===== config.mk =====
export PLATFORM = sky130hd
export DESIGN_NAME = uart_rx_core
export DESIGN_NICKNAME = d
export VERILOG_FILES = /design/src/rtl/uart_rx_core.sv
export SDC_FILE = /design/constraint.sdc
export NUM_CORES = 1
export LEC_CHECK = 0
export ABC_CLOCK_PERIOD_IN_PS = 2850
export CAP_MARGIN = 5
export CELL_PAD_IN_SITES_DETAIL_PLACEMENT = 1
export CELL_PAD_IN_SITES_GLOBAL_PLACEMENT = 1
export CORE_UTILIZATION = 30
export CTS_BUF_LIST = sky130_fd_sc_hd__clkbuf_8
export CTS_CLUSTER_SIZE = 10
export DETAILED_ROUTE_END_ITERATION = 16
export GPL_ROUTABILITY_DRIVEN = 0
export PLACE_DENSITY = 0.61
export SYNTH_ARGS = -nofsm -noshare
export SYNTH_HDL_FRONTEND = slang
export SYNTH_SLANG_ARGS = --single-unit

===== constraint.sdc =====
create_clock -name clk -period 2.85 [get_ports clk]
set_clock_uncertainty 0.2 [all_clocks]
set_input_delay 0.57 -clock clk [delete_from_list [all_inputs] [get_ports clk]]
set_output_delay 0.57 -clock clk [all_outputs]
set_load 0.02 [all_outputs]

===== src/rtl/uart_rx_core.sv =====
// UART 8N1 receive front-end: synchronises rx, validates the start bit at mid-bit,
// samples eight data bits LSB first and checks the stop bit.
module uart_rx_core #(
   parameter int CLKS_PER_BIT = 434,
   parameter int SYNC_STAGES  = 2
) (
   input  logic       clk,
   input  logic       rst_n,
   input  logic       rx_i,
   output logic [7:0] rx_byte_o,
   output logic       received_o,
   output logic       is_receiving_o,
   output logic       recv_error_o
);

   localparam int CW   = $clog2(CLKS_PER_BIT);
   localparam int HALF = CLKS_PER_BIT / 2;
   localparam logic [CW-1:0] HALF_LAST = CW'(HALF - 1);
   localparam logic [CW-1:0] BIT_LAST  = CW'(CLKS_PER_BIT - 1);
   localparam logic [CW-1:0] CNT_ONE   = CW'(1);

   localparam logic [2:0] S_IDLE  = 3'd0;
   localparam logic [2:0] S_START = 3'd1;
   localparam logic [2:0] S_DATA  = 3'd2;
   localparam logic [2:0] S_STOP  = 3'd3;
   localparam logic [2:0] S_BREAK = 3'd4;

   logic [SYNC_STAGES-1:0] sync_q;
   logic                   rx_s;

   logic [2:0]    state_q,    state_d;
   logic [CW-1:0] cnt_q,      cnt_d;
   logic [2:0]    bit_q,      bit_d;
   logic [7:0]    shift_q,    shift_d;
   logic [7:0]    byte_q,     byte_d;
   logic          received_q, received_d;
   logic          busy_q,     busy_d;
   logic          err_q,      err_d;

   // Idle-high reset value keeps a reset release from looking like a start bit.
   always_ff @(posedge clk or negedge rst_n) begin
      if (!rst_n) begin
         sync_q <= '1;
      end else begin
         sync_q <= {sync_q[SYNC_STAGES-2:0], rx_i};
      end
   end

   assign rx_s = sync_q[SYNC_STAGES-1];

   always_comb begin
      state_d    = state_q;
      cnt_d      = cnt_q;
      bit_d      = bit_q;
      shift_d    = shift_q;
      byte_d     = byte_q;
      busy_d     = busy_q;
      received_d = 1'b0;
      err_d      = 1'b0;

      case (state_q)
         S_IDLE: begin
            if (!rx_s) begin
               state_d = S_START;
               cnt_d   = '0;
               busy_d  = 1'b1;
            end
         end

         // Re-check the line half a bit in so glitches are rejected as false starts.
         S_START: begin
            if (cnt_q == HALF_LAST) begin
               cnt_d = '0;
               if (rx_s) begin
                  state_d = S_IDLE;
                  busy_d  = 1'b0;
               end else begin
                  state_d = S_DATA;
                  bit_d   = 3'd0;
               end
            end else begin
               cnt_d = cnt_q + CNT_ONE;
            end
         end

         S_DATA: begin
            if (cnt_q == BIT_LAST) begin
               cnt_d   = '0;
               shift_d = {rx_s, shift_q[7:1]};
               if (bit_q == 3'd7) begin
                  state_d = S_STOP;
               end else begin
                  bit_d = bit_q + 3'd1;
               end
            end else begin
               cnt_d = cnt_q + CNT_ONE;
            end
         end

         S_STOP: begin
            if (cnt_q == BIT_LAST) begin
               cnt_d  = '0;
               busy_d = 1'b0;
               if (rx_s) begin
                  byte_d     = shift_q;
                  received_d = 1'b1;
                  state_d    = S_IDLE;
               end else begin
                  err_d   = 1'b1;
                  state_d = S_BREAK;
               end
            end else begin
               cnt_d = cnt_q + CNT_ONE;
            end
         end

         // A held-low line must return high before another start can be seen.
         S_BREAK: begin
            if (rx_s) begin
               state_d = S_IDLE;
            end
         end

         default: begin
            state_d = S_IDLE;
            cnt_d   = '0;
            busy_d  = 1'b0;
         end
      endcase
   end

   always_ff @(posedge clk or negedge rst_n) begin
      if (!rst_n) begin
         state_q    <= S_IDLE;
         cnt_q      <= '0;
         bit_q      <= 3'd0;
         shift_q    <= 8'h00;
         byte_q     <= 8'h00;
         received_q <= 1'b0;
         busy_q     <= 1'b0;
         err_q      <= 1'b0;
      end else begin
         state_q    <= state_d;
         cnt_q      <= cnt_d;
         bit_q      <= bit_d;
         shift_q    <= shift_d;
         byte_q     <= byte_d;
         received_q <= received_d;
         busy_q     <= busy_d;
         err_q      <= err_d;
      end
   end

   assign rx_byte_o      = byte_q;
   assign received_o     = received_q;
   assign is_receiving_o = busy_q;
   assign recv_error_o   = err_q;

endmodule


## After elaboration in Yosys (flattened, before gate mapping)

Cells that the tools add are included.
W data, S select, Z words.

- Register bits: 36
- Output and inout bits: 11
- Logic and storage cells: 68

- $add $sub $neg: 2
- Equality and inequality tests: 16
- Mux-type cells: 29
- Bitwise logic cells: 2
- Reductions and logical operators: 10

Operator list:

| kind | count |
|---|---|
| $pmux W9 S4 | 1 |
| $mux W3 | 11 |
| $mux W9 | 3 |
| $ne A2 B2 Y1 const B | 9 |
| $pmux W3 S5 | 1 |
| $mux W1 | 10 |
| $reduce_and A5 Y1 | 2 |
| $add A9 B1 Y9 const B | 1 |
| $eq A9 B8 Y1 const B | 1 |
| $eq A9 B9 Y1 const B | 1 |
| $eq A3 B2 Y1 const B | 2 |
| $eq A3 B3 Y1 const B | 2 |
| $pmux W3 S2 | 1 |
| $reduce_and A6 Y1 | 1 |
| $pmux W1 S4 | 1 |
| $reduce_and A2 Y1 | 2 |
| $reduce_or A2 Y1 | 2 |
| $add A3 B1 Y3 const B | 1 |
| $eq A3 B1 Y1 const B | 1 |
| $logic_not A3 Y1 | 1 |
| $reduce_and A3 Y1 | 1 |
| $mux W2 | 1 |
| $not A1 Y1 | 2 |
| $reduce_bool A2 Y1 | 1 |

## Longest topological paths before layout

- Depth after elaboration: 4
- Depth in mapped cells: 7
- Mapped depth without buffers: 6

## Worst setup path before layout

OpenSTA, ideal clock, no wires.

- Path type: register to register
- Start point: register cnt_q[0]
- End point: register busy_q (netlist: is_receiving_o)
- Setup time: 0.133 ns
- Arrival: 1.716 ns
- Required time: 2.517 ns
- Setup slack: 0.801 ns
- Stages on the path, launching flop included: 8
- Buffers on the path: 1
- Clock period less this slack: 2.049 ns
- Cells stage by stage: dfrtp_1 -> inv_1 -> ha_1 -> or4b_4 -> o21a_1 -> buf_2 -> a211oi_1 -> o22ai_1

- Word-level cells in the longest chain between the ends: 3
- Elaborated cells between the ends (all ways): 5
- Classes of those cells: eq/ne: 4; reduce/logical: 1

RTL lines:

| what | RTL line | source |
|---|---|---|
| start, declared | 32 | `logic [CW-1:0] cnt_q, cnt_d;` |
| start signal, assigned | 144 | `cnt_q <= cnt_d;` |
| $eq A9 B9 Y1 / $eq A9 B8 Y1 (equally long branches) | 101, 72 |  |
| $ne A2 B2 Y1 (no line) | -- |  |
| $reduce_and A5 Y1 (no line) (*) | -- |  |
| end signal, assigned | 149 | `busy_q <= busy_d;` |
| end, declared | 37 | `logic busy_q, busy_d;` |

Every way passes the cells marked *; elsewhere a longest branch is shown, timed or not.
A chain may end at the register's enable or synchronous reset.

## Worst setup path after layout

- Start point: register cnt_q[1]
- End point: register cnt_q[7]

- Word-level cells in the longest chain between the ends: 3
- Elaborated cells between the ends (all ways): 6
- Classes of those cells: add/sub: 1; eq/ne: 2; mux: 3

RTL lines:

| what | RTL line | source |
|---|---|---|
| $add A9 B1 Y9, or another cell as far along | 82, 96, 113 |  |
| $mux W9, on equally long branches | 87, 101, 72 |  |
| $pmux W9 S4 (*) | 61 | `case (state_q)` |

Marks and branches as above.

==> flow_summary.toml <==
[synthesis]
synth_area_leaders = "dfrtp_1 (50%), mux2_2 (11%), ha_1 (3.7%)"
ys_ff_latch = 36
yosys-top-cells-count = "dfrtp_1 (34), mux2_2 (17), nand2_1 (13), nor2_1 (11)"
synth_cells = 153
synth_top_family_by_area = "simple AND/OR/NAND/NOR gates"
syn_avg_cell_area_um2 = 11.1
synth.distinct_cells = 40
synth_area_mm2 = 0.00170
synth_compound_area_frac = 0.130
synthAdderAreaFrac = 0.0427
synth_top_area_frac = 0.501
synth_seq_area_share = 0.532
synth-main-ff-cell = "dfrtp_1"
syn_nets = 161
synth_edf_count = 0
post-synth-top-count-cell = "dfrtp_1"
muxShareOfSynthArea = 0.113
async_flop_share = 1.00
yosys.area.top_type = "dfrtp_1"
synth_xor_area_frac = 0
yosysWarningCount = 0
yosys.area_share.simple = 0.155

[pwr]
p_clk_frac = 0.453
switchingPower_w = 0.000194
ir_drop_mv = 0.221
total_power_w = 0.000971
cell_internal_pwr_w = 0.000777
power.density_mw_per_mm2 = 479
p_comb_frac = 0.016
switching_share = 0.200
pwr-share-seq = 0.531
power_leakage_nw = 0.913

[global_routing]
grt_pass1_wl_mm = 6.17
grt.total_usage = 0.131
grt_pass1_vias = 1284
antenna_found_initial = 0
grt_overflow_total = 0
grt_max_degree = 37

[detailed_routing]
firstDrtPassIters = 3
drc = 0
vias = 1220
viasPerCell = 5.00
ant_nets = 0
routedWlPerCell_um = 14.6
wirelength_mm = 3.56
first_iter_violations = 33

[die]
die_width_um = 77.2
core_mm2 = 0.00547
dieArea_mm2 = 0.00596
ios = 14
rows = 27
die_height_um = 77.2
start_util = 0.310

[critical_path]
reg2reg_depth = 6
cp_top_family = "simple AND/OR/NAND/NOR gates"
rr_startpoint = "cnt_q[1]"
rrSetupSlack_ns = 0.51
cp.required_ns = 2.80
cp_max_fo = 15
path_cells = "inv_1 > ha_1 > or4b_4 > o21a_1 > nor2_1 > o211ai_1"
arrival_ns = 2.29
crit_slowest_cell = "or4b_4"
cp-startpoint = "cnt_q[1]"
path_class = "reg2reg"
cp_num_buf_inv = 1
end_kind = "flop"
startpoint_type = "flop"
reg2reg_to = "cnt_q[7]"
slowest_delay_ns = 0.45

[hold_path]
hold_start = "sync_q[0]"
worstHoldPathType = "reg2reg"
hold_end = "sync_q[1]"
whs_path_depth = 0

[sta]
setup_violations = 0
slew_viol_final = 0
period_share = 0.820
final-hold-violation-count = 0
slew_headroom = 0.659
worst_pin_slew_ns = 0.509
fin_crit_ns = 2.34
tns_ns = 0
fmax_mhz = 428
rsz0062_at_grt = "false"

[finish]
ff_latch_area_um2 = 903
num-nets-final = 179
fin_cells = 244
fillers = 621
utilization = 0.371
layout-drive-gt1-share = 0.198
syn_to_final_growth_pct = 19.5
multi_input_area_um2 = 748
antenna_cells = 0

[clocking]
cts.sinks = 36
post-cts-setup-buffers = 0
cts_tree = "yes"
cts.repair.resized = 0
cts_root_buffer = "clkbuf_8"
clk_latency_ns = 0.28
cts_buffers = 5
path_clk_slew_ns = 0.07
clock_path_buffers = 2
htree_levels = 2
postCtsHoldBufs = 0

[placement]
port_buffers = 13
numPlacedInstances = 236
dp_hpwl_mm = 2.56

[run_status]
status = "completed"

[job]
maxCapViolations = 0
## state kept, by name, summed over array words and instances (netlist names)
signal,cells
is_receiving_o,1
rx_byte_o,8
recv_error_o,1
state_q,3
cnt_q,9
shift_q,8
sync_q,2
received_o,1
bit_q,3
## stage by stage
step	hold WS [ns]	worst slack (ns)	cell area, um^2
2_1_floorplan	0.0744	0.801	1700
3_3_place_gp	0.146	0.596	1920
3_5_place_dp	0.151	0.532	1920
4_1_cts	0.162	0.513	2030
5_1_grt	0.167	0.399	2030
6_report	0.161	0.512	2030
## per-layer routing
layer	GRT usage	vias to the layer above	wire, um
met4	0.0472	0	27
li1	-	589	-
met2	0.212	13	1760
met5	0	-	0
met1	0.168	616	1690
met3	0.0321	2	87
## power by group through the flow
stage                     clock network, W  registers (W)   logic (W)
after floorplan                          0       0.000523  0.00000345
after global routing              0.000486       0.000515   0.0000181
after global placement                   0       0.000525   0.0000164
after detailed placement                 0       0.000525   0.0000167
after CTS                         0.000460       0.000515   0.0000168
final                             0.000440       0.000515   0.0000157
## cell families (layout without fill, tap and decap cells)
kind of cell,count (synthesis),count (layout)
buffers and inverters,12,31
adder cells (fa/ha/maj),6,6
multiplexers,17,17
AND/OR/NAND/NOR,48,48
flip-flops,36,36
AO/OA/AOI/OAI,34,34
## worst max-delay path by stage
| stage | cells after the start | endpoint | slack, ns |
|---|---|---|---|
| after CTS | 6 | state_q[1] | 0.51 |
| after floorplan | 7 | is_receiving_o | 0.80 |
| after global placement | 6 | state_q[1] | 0.60 |
| after detailed placement | 6 | cnt_q[7] | 0.53 |
| final | 6 | cnt_q[7] | 0.51 |
| after global routing | 6 | cnt_q[7] | 0.40 |
## cell type report
type	count	share of cell area
clock buffers	5	0.0339
clock inverters	3	0.0210
inverters	8	0.0148
multi-input cells	105	0.369
flip-flops and latches	36	0.445
well taps	72	0.0444
repair buffers	15	0.0716
## placed cells by master, fill, tap and decap left out, types with 2 or more instances in the layout
cell and n:
dfrtp_1 34, mux2_2 17, nand2_1 13, clkdlybuf4s50_1 13, nor2_1 11, inv_1 8
o21ai_0 8, a21oi_1 5, o211ai_1 5, ha_1 5, clkbuf_8 5, o22ai_1 4
nand3_1 3, nor4_1 3, nand2b_1 2, o21a_1 2, o31ai_1 2, a22oi_1 2
or2_2 2, a22o_1 2, buf_4 2, dfstp_2 2
(Power assumes the default switching activity.)
